--- config.mk ---
export PLATFORM = sky130hd
export DESIGN_NAME = bcd2deci_stream_flat
export DESIGN_NICKNAME = d
export VERILOG_FILES = /design/src/rtl/bcd2deci_stream_if.sv /design/src/rtl/bcd2deci_stream.sv /design/src/flat_wrapper.sv
export SDC_FILE = /design/constraint.sdc
export NUM_CORES = 1
export LEC_CHECK = 0
export ABC_CLOCK_PERIOD_IN_PS = 2210
export BUFFER_PORTS_ARGS = -buffer_cell sky130_fd_sc_hd__buf_2
export CAP_MARGIN = 25
export CORE_AREA = 2 2 64 66
export CTS_CLUSTER_DIAMETER = 120
export DETAILED_ROUTE_END_ITERATION = 16
export DIE_AREA = 0 0 66 68
export GPL_TIMING_DRIVEN = 0
export PLACE_DENSITY = 0.69
export SYNTH_ARGS = -nofsm -noshare
export SYNTH_HDL_FRONTEND = slang
export SYNTH_SLANG_ARGS = --single-unit
--- constraint.sdc ---
create_clock -name clk -period 2.21 [get_ports clk]
set_input_delay 0.442 -clock clk [delete_from_list [all_inputs] [get_ports clk]]
set_output_delay 0.442 -clock clk [all_outputs]
set_load 0.01 [all_outputs]
--- src/rtl/bcd2deci_stream_if.sv ---
// Handshake bundle between a BCD digit source, the decoder and a one-hot consumer.
// The master side drives digits and the consumer's ready; the slave side is the decoder.
interface bcd2deci_stream_if;
    logic       in_valid;
    logic       in_ready;
    logic [3:0] in_bcd;
    logic       out_valid;
    logic       out_ready;
    logic [9:0] out_dec;
    logic       out_err;

    modport master (
        output in_valid,
        output in_bcd,
        output out_ready,
        input  in_ready,
        input  out_valid,
        input  out_dec,
        input  out_err
    );

    modport slave (
        input  in_valid,
        input  in_bcd,
        input  out_ready,
        output in_ready,
        output out_valid,
        output out_dec,
        output out_err
    );
endinterface

--- src/rtl/bcd2deci_stream.sv ---
// Streaming BCD-to-decimal decoder.
// Digits are decoded when accepted and stored as {dec[9:0], err} in a 2-entry
// buffer (head/tail registers); the head register drives the outputs directly.
// in_ready and out_valid are flops loaded from the next occupancy state, so
// in_ready never depends combinationally on out_ready.
module bcd2deci_stream #(
    parameter int ERR_CNT_W = 8
) (
    input  logic                 clk,
    input  logic                 rst_n,
    bcd2deci_stream_if.slave     st,
    input  logic                 clr_err,
    output logic [ERR_CNT_W-1:0] err_count
);

    typedef enum logic [1:0] {
        EMPTY = 2'd0,
        ONE   = 2'd1,
        FULL  = 2'd2
    } state_t;

    localparam logic [ERR_CNT_W-1:0] ERR_MAX = {ERR_CNT_W{1'b1}};
    localparam logic [ERR_CNT_W-1:0] ERR_ONE = {{(ERR_CNT_W-1){1'b0}}, 1'b1};

    // Map a BCD code to a buffer entry {one-hot decimal, invalid flag}.
    function automatic logic [10:0] decode_bcd(input logic [3:0] code);
        logic [10:0] entry;
        case (code)
            4'd0:    entry = {10'h001, 1'b0};
            4'd1:    entry = {10'h002, 1'b0};
            4'd2:    entry = {10'h004, 1'b0};
            4'd3:    entry = {10'h008, 1'b0};
            4'd4:    entry = {10'h010, 1'b0};
            4'd5:    entry = {10'h020, 1'b0};
            4'd6:    entry = {10'h040, 1'b0};
            4'd7:    entry = {10'h080, 1'b0};
            4'd8:    entry = {10'h100, 1'b0};
            4'd9:    entry = {10'h200, 1'b0};
            default: entry = {10'h000, 1'b1};
        endcase
        return entry;
    endfunction

    state_t               state_r;
    state_t               state_nxt_s;
    logic [10:0]          head_r;
    logic [10:0]          head_nxt_s;
    logic [10:0]          tail_r;
    logic [10:0]          tail_nxt_s;
    logic                 in_ready_r;
    logic                 out_valid_r;
    logic [ERR_CNT_W-1:0] err_count_r;
    logic [10:0]          entry_s;
    logic                 accept_s;
    logic                 pop_s;
    logic                 err_inc_s;

    assign entry_s   = decode_bcd(st.in_bcd);
    assign accept_s  = st.in_valid && in_ready_r;
    assign pop_s     = out_valid_r && st.out_ready;
    assign err_inc_s = accept_s && entry_s[0] && (err_count_r != ERR_MAX);

    assign st.in_ready  = in_ready_r;
    assign st.out_valid = out_valid_r;
    assign st.out_dec   = head_r[10:1];
    assign st.out_err   = head_r[0];
    assign err_count    = err_count_r;

    // Occupancy next-state and buffer movement: the new digit lands in head when
    // the buffer is (or becomes) otherwise empty, in tail when head is still held.
    always_comb begin
        state_nxt_s = state_r;
        head_nxt_s  = head_r;
        tail_nxt_s  = tail_r;
        case (state_r)
            EMPTY: begin
                if (accept_s) begin
                    state_nxt_s = ONE;
                    head_nxt_s  = entry_s;
                end else begin
                    state_nxt_s = EMPTY;
                end
            end
            ONE: begin
                if (accept_s && pop_s) begin
                    state_nxt_s = ONE;
                    head_nxt_s  = entry_s;
                end else if (accept_s) begin
                    state_nxt_s = FULL;
                    tail_nxt_s  = entry_s;
                end else if (pop_s) begin
                    state_nxt_s = EMPTY;
                end else begin
                    state_nxt_s = ONE;
                end
            end
            FULL: begin
                if (pop_s) begin
                    state_nxt_s = ONE;
                    head_nxt_s  = tail_r;
                end else begin
                    state_nxt_s = FULL;
                end
            end
            default: begin
                state_nxt_s = EMPTY;
            end
        endcase
    end

    // Occupancy state, buffer entries and handshake flags.
    always_ff @(posedge clk or negedge rst_n) begin
        if (!rst_n) begin
            state_r     <= EMPTY;
            head_r      <= 11'b0;
            tail_r      <= 11'b0;
            in_ready_r  <= 1'b1;
            out_valid_r <= 1'b0;
        end else begin
            state_r     <= state_nxt_s;
            head_r      <= head_nxt_s;
            tail_r      <= tail_nxt_s;
            in_ready_r  <= (state_nxt_s != FULL);
            out_valid_r <= (state_nxt_s != EMPTY);
        end
    end

    // Saturating count of accepted invalid codes; clear wins over increment.
    always_ff @(posedge clk or negedge rst_n) begin
        if (!rst_n) begin
            err_count_r <= {ERR_CNT_W{1'b0}};
        end else if (clr_err) begin
            err_count_r <= {ERR_CNT_W{1'b0}};
        end else if (err_inc_s) begin
            err_count_r <= err_count_r + ERR_ONE;
        end else begin
            err_count_r <= err_count_r;
        end
    end

endmodule
--- src/flat_wrapper.sv ---
// flat-port wrapper written by rule: the top's interface ports become plain ports
module bcd2deci_stream_flat 
#(
    parameter int ERR_CNT_W = 8
)
  (clk, rst_n, clr_err, err_count, st_in_valid, st_in_bcd, st_out_ready, st_in_ready, st_out_valid, st_out_dec, st_out_err);
  bcd2deci_stream_if st_i ();
  input  logic clk;
  input  logic rst_n;
  input  logic clr_err;
  output logic [ERR_CNT_W-1:0] err_count;
  input wire logic [$bits(st_i.in_valid)-1:0] st_in_valid;
  input wire logic [$bits(st_i.in_bcd)-1:0] st_in_bcd;
  input wire logic [$bits(st_i.out_ready)-1:0] st_out_ready;
  output wire logic [$bits(st_i.in_ready)-1:0] st_in_ready;
  output wire logic [$bits(st_i.out_valid)-1:0] st_out_valid;
  output wire logic [$bits(st_i.out_dec)-1:0] st_out_dec;
  output wire logic [$bits(st_i.out_err)-1:0] st_out_err;
  assign st_i.in_valid = st_in_valid;
  assign st_i.in_bcd = st_in_bcd;
  assign st_i.out_ready = st_out_ready;
  assign st_in_ready = st_i.in_ready;
  assign st_out_valid = st_i.out_valid;
  assign st_out_dec = st_i.out_dec;
  assign st_out_err = st_i.out_err;
  bcd2deci_stream #(.ERR_CNT_W(ERR_CNT_W)) u_core (.clk(clk), .rst_n(rst_n), .st(st_i), .clr_err(clr_err), .err_count(err_count));
endmodule
==> impl_metrics.json <==
{
  "netlist_instances": 153,
  "num-fill-cells": 369,
  "cp_max_fo": 6,
  "drt-total-wl_mm": 3.456,
  "num_vias": 1264,
  "setup_viol": 0,
  "synth_top_area_cell": "dfrtp_1",
  "antenna_found_initial": 0,
  "cp-start-kind": "flop",
  "first_pass_iters": 4,
  "post_cts_buffers": 0,
  "period_minus_slack_ns": 1.725,
  "outcome": "complete, no violations",
  "combinationalPowerShare_pct": 32.8,
  "grt_pass1_vias": 1205,
  "clockBufferDepth": 2,
  "cp_top_family": "simple AND/OR/NAND/NOR gates",
  "grt_setup_unrepaired": "no",
  "power.internal_mw": 1.398,
  "routedWlPerCell_um": 14.64,
  "end_kind": "flop",
  "maxSlewViolCount": 0,
  "seq_area_frac_synth_pct": 51.09,
  "grt-ovfl-total": 0,
  "final_nets": 195,
  "dieWidth_um": 66,
  "p_leak_nw": 0.9554,
  "start_util_pct": 43.25,
  "p_clk_share_pct": 21.6,
  "peakVddDrop_mv": 0.6026,
  "grt_usage_pct": 16.45,
  "diodes": 0,
  "total_power_mw": 2.117,
  "crit_arrival_ns": 1.93,
  "required_ns": 2.41,
  "clock_skew_ns": 0.003179,
  "yosys.area_share.simple_pct": 15.90,
  "core_area_um2": 3856,
  "p_seq_share_pct": 45.5,
  "cts-resized-gates": 0,
  "synth.area.top_cells": "dfrtp_1 (50%), mux2_2 (7.4%), mux2i_1 (7.2%), a21oi_1 (5.4%), nor2_1 (3.8%)",
  "fp.dieArea_um2": 4488,
  "ff_latch_area_um2": 852.1,
  "gp_congestion": 0.7524,
  "path_clk_slew_ns": 0.06,
  "via_per_inst": 5.356,
  "dp_hpwl_mm": 2.539,
  "powerDensity_nw_per_um2": 1087,
  "r2r_slack_ns": 0.49,
  "grt_pass1_wl_mm": 5.485,
  "fin_crit_sh_pct": 78.04,
  "cts_buffers": 5,
  "area_growth_pct": 16.73,
  "drc_errors": 0,
  "hold_buffers": 0,
  "hp-class": "input port to async pin",
  "muxShareOfSynthArea_pct": 14.63,
  "cts_tree": "built",
  "cts_max_level": 2,
  "yosysUniqueCellTypes": 38,
  "whs_ns": 0.2202,
  "crit_type": "flop to flop",
  "drive_gt1_share_pct": 30.11,
  "p_sw_uw": 718.7,
  "grt_max_degree": 35,
  "clock-root-buffer": "clkbuf_8",
  "ant_nets": 0,
  "netlist_area_um2": 1668,
  "synth_top_family_by_area": "simple AND/OR/NAND/NOR gates",
  "synth_top_area_share_pct": 49.51,
  "synth_seq_cells": 34,
  "drv_cap": 0,
  "slowest_stage": "or4_1",
  "ys_warn_count": 0,
  "boundaryPins": 30,
  "fin_ws_ns": 0.4853,
  "path_cells": "ha_1 -> nand3_1 -> o21bai_1 -> or4_1 -> a21oi_1",
  "cp_num_buf_inv": 0,
  "portBuffers": 25,
  "hold_viol": 0,
  "post-route-util_pct": 50.49,
  "first_iter_violations": 63,
  "syn-num-nets": 163,
  "setup_tns_ns": 0,
  "synth-compound-area-share_pct": 13.65,
  "worstSkewPairLatency_ns": 0.28,
  "dp_worst_setup_slack_ns": 0.4744,
  "multi_input_area_um2": 758.2,
  "synth_area_per_cell_um2": 10.90,
  "p_sw_share_pct": 33.95,
  "slew-limit-headroom_pct": 50.71,
  "clock.fmax_mhz": 579.8,
  "synth-adder-area-share_pct": 0.7502,
  "worst_slew_pin_slew_ns": 0.7394,
  "slowest_delay_ns": 0.50,
  "clock-sinks": 34,
  "synth_xor_xnor_area_share_pct": 0.5251,
  "rows": 23,
  "die-height_um": 68
}
-- flip-flops by register name, summed over array words and instances, names as in the netlist --
register             flops
u_core.state_r           2
u_core.err_count         8
u_core.head_r           11
u_core.tail_r           11
u_core.st.out_valid      1
u_core.st.in_ready       1
-- area by class of cell --
| cell class | instances | area share [%] |
|---|---|---|
| Buffer | 9 | 2.763 |
| Clock buffer | 7 | 4.434 |
| Clock inverter | 1 | 0.2571 |
| Inverter | 1 | 0.1928 |
| Multi-Input combinational cell | 109 | 38.95 |
| Sequential cell | 34 | 43.77 |
| Tap cell | 50 | 3.213 |
| Timing Repair Buffer | 25 | 6.427 |
-- cell usage in the layout (no fill, tap or decap), types with 3 or more instances in the layout --
master    instances
mux2_2           11
nor2_1           17
buf_2            29
o21ai_0           4
nand2_1           8
o31ai_1           3
or4_1             4
clkbuf_1          3
dfrtp_1          33
mux2i_1          12
a21oi_1          18
nor3_1            3
nand3_1           3
clkbuf_8          6
-- through the flow --
stage	instance area (um^2)	cells
after global placement	1856	228
final	1947	236
after global routing	1947	236
after floorplan	1668	153
after detailed placement	1856	228
after CTS	1947	236
-- per-layer routing --
layer / track usage, % / vias to the layer above / share of wire, % / wire (um)
li1: - / 618 / - / -
met1: 19.41 / 616 / 42 / 1467
met2: 28.41 / 26 / 51 / 1769
met3: 5.592 / 4 / 5.8 / 200
met4: 5.357 / 0 / 0.55 / 19
met5: 0 / - / 0 / 0
-- power by group through the flow --
stage                     Sequential, mW  Clock (mW)  Combinational [mW]
after global routing               0.985       0.506               0.772
after detailed placement           0.972           0               0.708
final                              0.964       0.458               0.695
after CTS                          0.963       0.479               0.709
after floorplan                     1.01           0               0.410
after global placement             0.955           0               0.679
-- cell families (layout without fill, tap and decap cells) --
group	after synthesis	in the layout
buffers and inverters	10	43
DFF	34	34
muxes	23	23
and+or+nand+nor	49	49
adders and majority gates	1	1
AOI/OAI and AO/OA	35	35
xor gates and xnor gates	1	1
-- synth_stat cells --
cell and number:
dfrtp_1 33, a21oi_1 18, nor2_1 17, mux2i_1 12, mux2_2 11, nand2_1 8
buf_2 4, o21ai_0 4, or4_1 4, nand3_1 3, nor3_1 3, o31ai_1 3
buf_4 2, clkbuf_1 2, nand2b_1 2, nand4_2 2, nor3b_1 2, nor4b_1 2
or3_1 2, a21boi_0 1, a21boi_2 1, a22o_1 1, a31oi_1 1, buf_6 1
dfstp_2 1, ha_1 1, inv_1 1, nand4b_1 1, nor2b_1 1, nor4_1 1
o2111ai_1 1, o21a_1 1, o21bai_1 1, o21bai_4 1, o22ai_1 1, o31ai_2 1
or2b_1 1, xor2_1 1
-- worst paths after layout --
check	from	depth (start not counted)	to
setup / recovery	u_core.err_count[0]	5	u_core.err_count[7]
hold / removal	rst_n	1	u_core.state_r[1]
setup reg to reg	u_core.err_count[0]	5	u_core.err_count[7]
hold reg to reg	u_core.tail_r[9]	1	u_core.tail_r[9]
max in group asynchronous	rst_n	1	u_core.tail_r[7]
min in group clk	st_out_ready	2	u_core.st.in_ready
No activity file was read; power rests on OpenSTA's default activity.
